$ cat src/rtl/dataout_reader.sv
// rtl/dataout_reader.sv - dataout port consumer: credit-gated read strobes feeding a small output FIFO
module dataout_reader #(
  parameter int BW    = 8,
  parameter int DEPTH = 4,
  parameter int CW    = 16
) (
  input  logic                     clk,
  input  logic                     rst,
  input  logic                     ready,
  output logic                     read,
  input  logic [BW-1:0]            data_out,
  input  logic                     enable,
  output logic                     out_valid,
  output logic [BW-1:0]            out_data,
  input  logic                     out_accept,
  output logic [$clog2(DEPTH):0]   level,
  output logic [CW-1:0]            rd_count
);
  localparam int AW = $clog2(DEPTH);
  localparam int LW = AW + 1;

  logic          inflight;
  logic [AW-1:0] wr_ptr;
  logic [AW-1:0] rd_ptr;
  logic [BW-1:0] mem [DEPTH];
  logic          push;
  logic          pop;
  logic [LW:0]   committed;
  logic [LW-1:0] level_next;

  assign push = inflight;
  assign pop  = out_valid & out_accept;

  // Slots already owed: stored bytes, the byte on data_out now, and the byte strobed this cycle.
  assign committed = (LW+1)'(level) + (LW+1)'(inflight) + (LW+1)'(read);

  assign out_data = out_valid ? mem[rd_ptr] : '0;

  always_comb begin
    level_next = level;
    if (push && !pop) begin
      level_next = level + LW'(1);
    end else if (pop && !push) begin
      level_next = level - LW'(1);
    end
  end

  always_ff @(posedge clk) begin
    if (rst) begin
      read      <= 1'b0;
      inflight  <= 1'b0;
      wr_ptr    <= '0;
      rd_ptr    <= '0;
      level     <= '0;
      out_valid <= 1'b0;
      rd_count  <= '0;
    end else begin
      read     <= enable & ready & (committed < (LW+1)'(DEPTH));
      inflight <= read;
      if (push) begin
        wr_ptr   <= wr_ptr + AW'(1);
        rd_count <= rd_count + CW'(1);
      end
      if (pop) begin
        rd_ptr <= rd_ptr + AW'(1);
      end
      level     <= level_next;
      out_valid <= (level_next != '0);
    end
  end

  always_ff @(posedge clk) begin
    if (!rst && push) begin
      mem[wr_ptr] <= data_out;
    end
  end

  // The credit rule must make a push into a full FIFO without a pop impossible.
  assert property (@(posedge clk) disable iff (rst)
    !(push && !pop && (level == LW'(DEPTH))));

endmodule

$ cat config.mk
export PLATFORM = sky130hd
export DESIGN_NAME = dataout_reader
export DESIGN_NICKNAME = d
export VERILOG_FILES = /design/src/rtl/dataout_reader.sv
export SDC_FILE = /design/constraint.sdc
export NUM_CORES = 1
export LEC_CHECK = 0
export CAP_MARGIN = 40
export CELL_PAD_IN_SITES_DETAIL_PLACEMENT = 1
export CELL_PAD_IN_SITES_GLOBAL_PLACEMENT = 1
export CORE_ASPECT_RATIO = 0.8
export CORE_MARGIN = 5
export CORE_UTILIZATION = 42
export CTS_CLUSTER_SIZE = 8
export DETAILED_ROUTE_END_ITERATION = 6
export GPL_TIMING_DRIVEN = 0
export PLACE_DENSITY_LB_ADDON = 0.15
export RECOVER_POWER = 100
export SLEW_MARGIN = 5
export SYNTH_ARGS = -nofsm -noshare
export SYNTH_HDL_FRONTEND = slang
export SYNTH_SLANG_ARGS = --single-unit
$ cat constraint.sdc
create_clock -name clk -period 1.9 [get_ports clk]
set_input_delay 0.285 -clock clk [delete_from_list [all_inputs] [get_ports clk]]
set_output_delay 0.285 -clock clk [all_outputs]
set_load 0.1 [all_outputs]
# --- Yosys cells after proc, flatten, opt, wreduce, memory -nomap -nowiden ---
# Memory sizes are Yosys's and may differ from the RTL's. A register that Yosys moved wholly into a read port is not among the register bits.
# Index checks and enable logic that the tools add are counted.
word_totals:
  output_inout_bits: 29
  register_bits: 26
  mem_bits_rw: 32
  inputBits: 13
  memories: 1
classes:
  addsub: 7
  magnitude_cmp: 1
  n_mux: 7
  n_bitwise: 3
  reduce_logical: 7
memory_table:
  columns: ["memory", "depth", "width", "rd", "rd_clocked_by_memory_dff", "wr", "line_no", "source"]
  rows:
  - ["mem", 4, 8, 1, 1, 1, "25", "logic [BW-1:0] mem [DEPTH];"]
op_table:
  columns: ["operator", "count"]
  rows:
  - ["$add A16 B1 Y16 const B", 1]
  - ["$mux W8", 1]
  - ["$mux W3", 2]
  - ["$add A2 B1 Y2 const B", 2]
  - ["$add A3 B1 Y4", 1]
  - ["$add A4 B1 Y4", 1]
  - ["$lt A4 B3 Y1 const B", 1]
  - ["$mux W2", 2]
  - ["$add A3 B1 Y3 const B", 1]
  - ["$and A1 B1 Y1", 3]
  - ["$logic_and A1 B1 Y1", 3]
  - ["$logic_not A1 Y1", 3]
  - ["$reduce_bool A3 Y1", 1]
  - ["$sub A3 B1 Y3 const B", 1]
  - ["$mux W1", 2]

# --- Logic depth before layout (Yosys ltp) ---
logic_depth:
  depth_word: 5
  mapped_depth: 6
  mapped_depth_nobuf: 6

# --- Worst setup path before layout ---
# No wires, ideal clock.
synth_timing:
  path_kind: "register to register"
  startpoint: "register rd_count[5]"
  endpoint: "register rd_count[15]"
  path_stages_with_launch: 5
  t_required_ns: 1.779
  arrival_ns: 2.236
  path_slack_ns: -0.457
  cell_sequence: "dfxtp_1 > nand4_2 > or2_1 > nor4_1 > mux2_2"
synth_via:
  elab_chain_len: 1
synth_lines:
  columns: ["item", "line_no", "source"]
  rows:
  - ["from (decl)", "17", "output logic [CW-1:0] rd_count"]
  - ["from (signal assigned)", "62", "rd_count <= rd_count + CW'(1);"]
  - ["$add A16 B1 Y16", "62", null]
# Every way passes these cells.
# A chain may end at the register's enable or synchronous reset.

==> impl_metrics.yaml <==
timing:
  final.setup_skew_ns: 0.004863
  setup_viol: 41
  setup_slack_ns: -0.1628
  finalCriticalPeriod_ns: 2.063
  maxSlewHeadroom_pct: 58.38
  rsz0062_at_grt: "yes"
  finalMaxSlewViolations: 0
  worst_pin_slew_ns: 0.6243
  fmax_ghz: 0.4848
  fin_crit_sh_pct: 108.6
  hold_violations: 0
logic_synthesis:
  ys_seq_elements: 60
  synth_edf_count: 32
  ys.flop_type: "edfxtp_1"
  synth_nets: 213
  synth_top_cells_by_area: "edfxtp_1 39%, dfxtp_1 23%, mux4_2 7.2%"
  synthMuxAreaShare_pct: 8.954
  ys.warnings.count: 0
  postSynthAreaPerCell_sq_um: 12.96
  synth_fa_ha_area_share_pct: 4.024
  yosys.area.top_type: "edfxtp_1"
  syn_inst: 192
  synth_async_sr_flop_share_pct: 0
  yosys.area_share.simple_pct: 14.94
  synth_top_family_by_area: "simple AND/OR/NAND/NOR gates"
  synth_compound_area_share_pct: 2.364
  synth_xor_xnor_area_share_pct: 6.338
  synth_common_cells: "32 x edfxtp_1, 28 x dfxtp_1, 23 x nor2_1"
  yosysMostFrequentCell: "edfxtp_1"
  ys_seq_area_share_pct: 61.17
  syn-cell-area_sq_um: 2487
  yosysUniqueCellTypes: 32
  synth_top_area_share_pct: 38.63
setup_path:
  worstPathArrival_ns: 1.78
  critPathBufInv: 3
  path_common_cell: "buf_6"
  crit_path_top_delay_cell: "mux4_2"
  worstPathMaxFanout: 4
  required_ns: 1.62
  r2r_slack_ns: -0.08
  path_cells: "buf_6 > buf_6 > mux4_2 > and2_4 > buf_12"
  path_class: "flop to primary output"
  cpPeakStageDelay_ns: 0.49
  start_kind: "flop"
  cp_top_family: "multiplexers"
  crit_path_end_kind: "primary output"
finish:
  drive_gt1_share_pct: 33.81
  fin_nets: 294
  fin_util_pct: 61.72
  fillCellCount: 588
  synthToLayoutAreaGrowth_pct: 44.37
  final_cells: 359
  antenna_cells: 0
clock_tree:
  cts.htree.levels: 3
  cts.clk_slew.worst_paths_ns: 0.07
  clk_latency_ns: 0.34
  clock-root-buffer: "clkbuf_8"
  hold_buffers: 0
  cts_tree: "yes"
  cts_buffer_depth: 2
  clock_sinks: 60
  cts_buffers: 9
global_routing:
  grt_pass1_wl_mm: 10.24
  grt_max_degree: 11
  track_usage_pct: 18.90
  antenna_found_initial: 0
  grt_pass1_vias: 1962
  overflow: 0
outcome:
  status: "complete, but fails checks"
  violations: "negative setup slack"
floorplanning:
  coreArea_sq_um: 5818
  die_w_um: 96.04
  dieArea_sq_um: 7571
  initial_utilization_pct: 42.75
  io_pins: 42
  core.rowCount: 25
  die_h_um: 78.83
routing:
  drcViolationCount: 0
  first_pass_iters: 4
  ant_nets: 0
  drt_wl_total_mm: 6.474
  vias: 1811
  wl_per_cell_um: 18.03
  drt_iter0_markers: 84
  via_per_inst: 5.045
power_and_ir_drop:
  power.leakage_uw: 0.001307
  ir_drop_uv: 452.6
  totalPowerFinal_uw: 4015
  powerDensity_nw_per_um2: 1118
placement:
  gp_congestion: 0.7110
  hpwl_mm: 4.691
  port_buffers: 41
  place_inst: 343
min_path:
  hold_class: "flop to flop"
run:
  maxCapViolations: 0
routing by layer:
metal | track usage [%] | up-vias | part of all wire [%]
met3 | 7.670 | 9 | 4.5
met2 | 32.25 | 37 | 53
met4 | 6.392 | 0 | 1.8
met1 | 21.22 | 905 | 41
met5 | 0 | - | 0
li1 | - | 860 | -
layout make-up:
cell class	instances	area [sq um]	share of cell area, %
inverters	6	22.52	0.6272
plain buffers	6	23.77	0.6620
multi-input cells	118	935.9	26.06
clock buffers	11	131.4	3.659
flip-flops and latches	60	1544	43.00
clock inverters	5	52.55	1.463
well taps	81	101.3	2.822
repair buffers	72	779.5	21.71
registers in the layout, summed over array words and instances, names as in the netlist, named ones only:
register / flops
read: 1
wr_ptr: 2
inflight: 1
rd_count: 16
rd_ptr: 2
level: 3
mem: 32
out_valid: 1
where the power goes:
group	switching [uW]	internal [uW]	leakage, uW	total, uW
clock network	488	599	0.0000931	1090
registers	60.2	1420	0.000523	1480
logic	874	571	0.000692	1450
placed cells by master, fill, tap and decap left out, types with 9 or more instances in the layout:
cell,instances
dfxtp_1,12
dfxtp_2,15
buf_4,17
clkbuf_8,9
xnor2_1,10
clkdlybuf4s50_1,24
edfxtp_1,32
dlygate4sd3_1,9
buf_6,11
nor2_1,23
final timing paths:
check                           start             endpoint  cells after the start
setup / recovery                 flop          out_data[6]                      5
hold / removal    level[2]$_SDFF_PP0_      read$_SDFF_PP0_                      1
setup reg to reg  inflight$_SDFF_PP0_  mem[0][6]$_DFFE_PP_                      4
hold reg to reg   level[2]$_SDFF_PP0_      read$_SDFF_PP0_                      1
what timing repair did:
action,CTS,global route
endpoints found under the setup margin,40,41
setup buffers,6,4
gates resized for setup,25,7
cells by family (layout without fill, tap and decap cells):
group | count (synthesis) | after routing
compound gates | 10 | 10
xor+xnor | 18 | 18
fa+ha+maj | 8 | 8
buf+inv | 14 | 100
flops | 60 | 60
mux | 12 | 12
simple gates | 70 | 70
metrics by stage:
stage | setup WS [ns] | hold slack, ns | cell area (sq um) | TNS [ns]
after CTS | -0.2217 | 0.4805 | 3682 | -1.081
final | -0.1628 | 0.4850 | 3591 | -3.285
after floorplan | -0.06076 | 0.3839 | 2515 | -0.06076
after detailed placement | -0.3602 | 0.4833 | 3462 | -10.21
after global routing | -0.2449 | 0.4933 | 3591 | -8.936
after global placement | -0.6859 | 0.4728 | 3027 | -9.444
No activity file was read; power rests on OpenSTA's default activity.
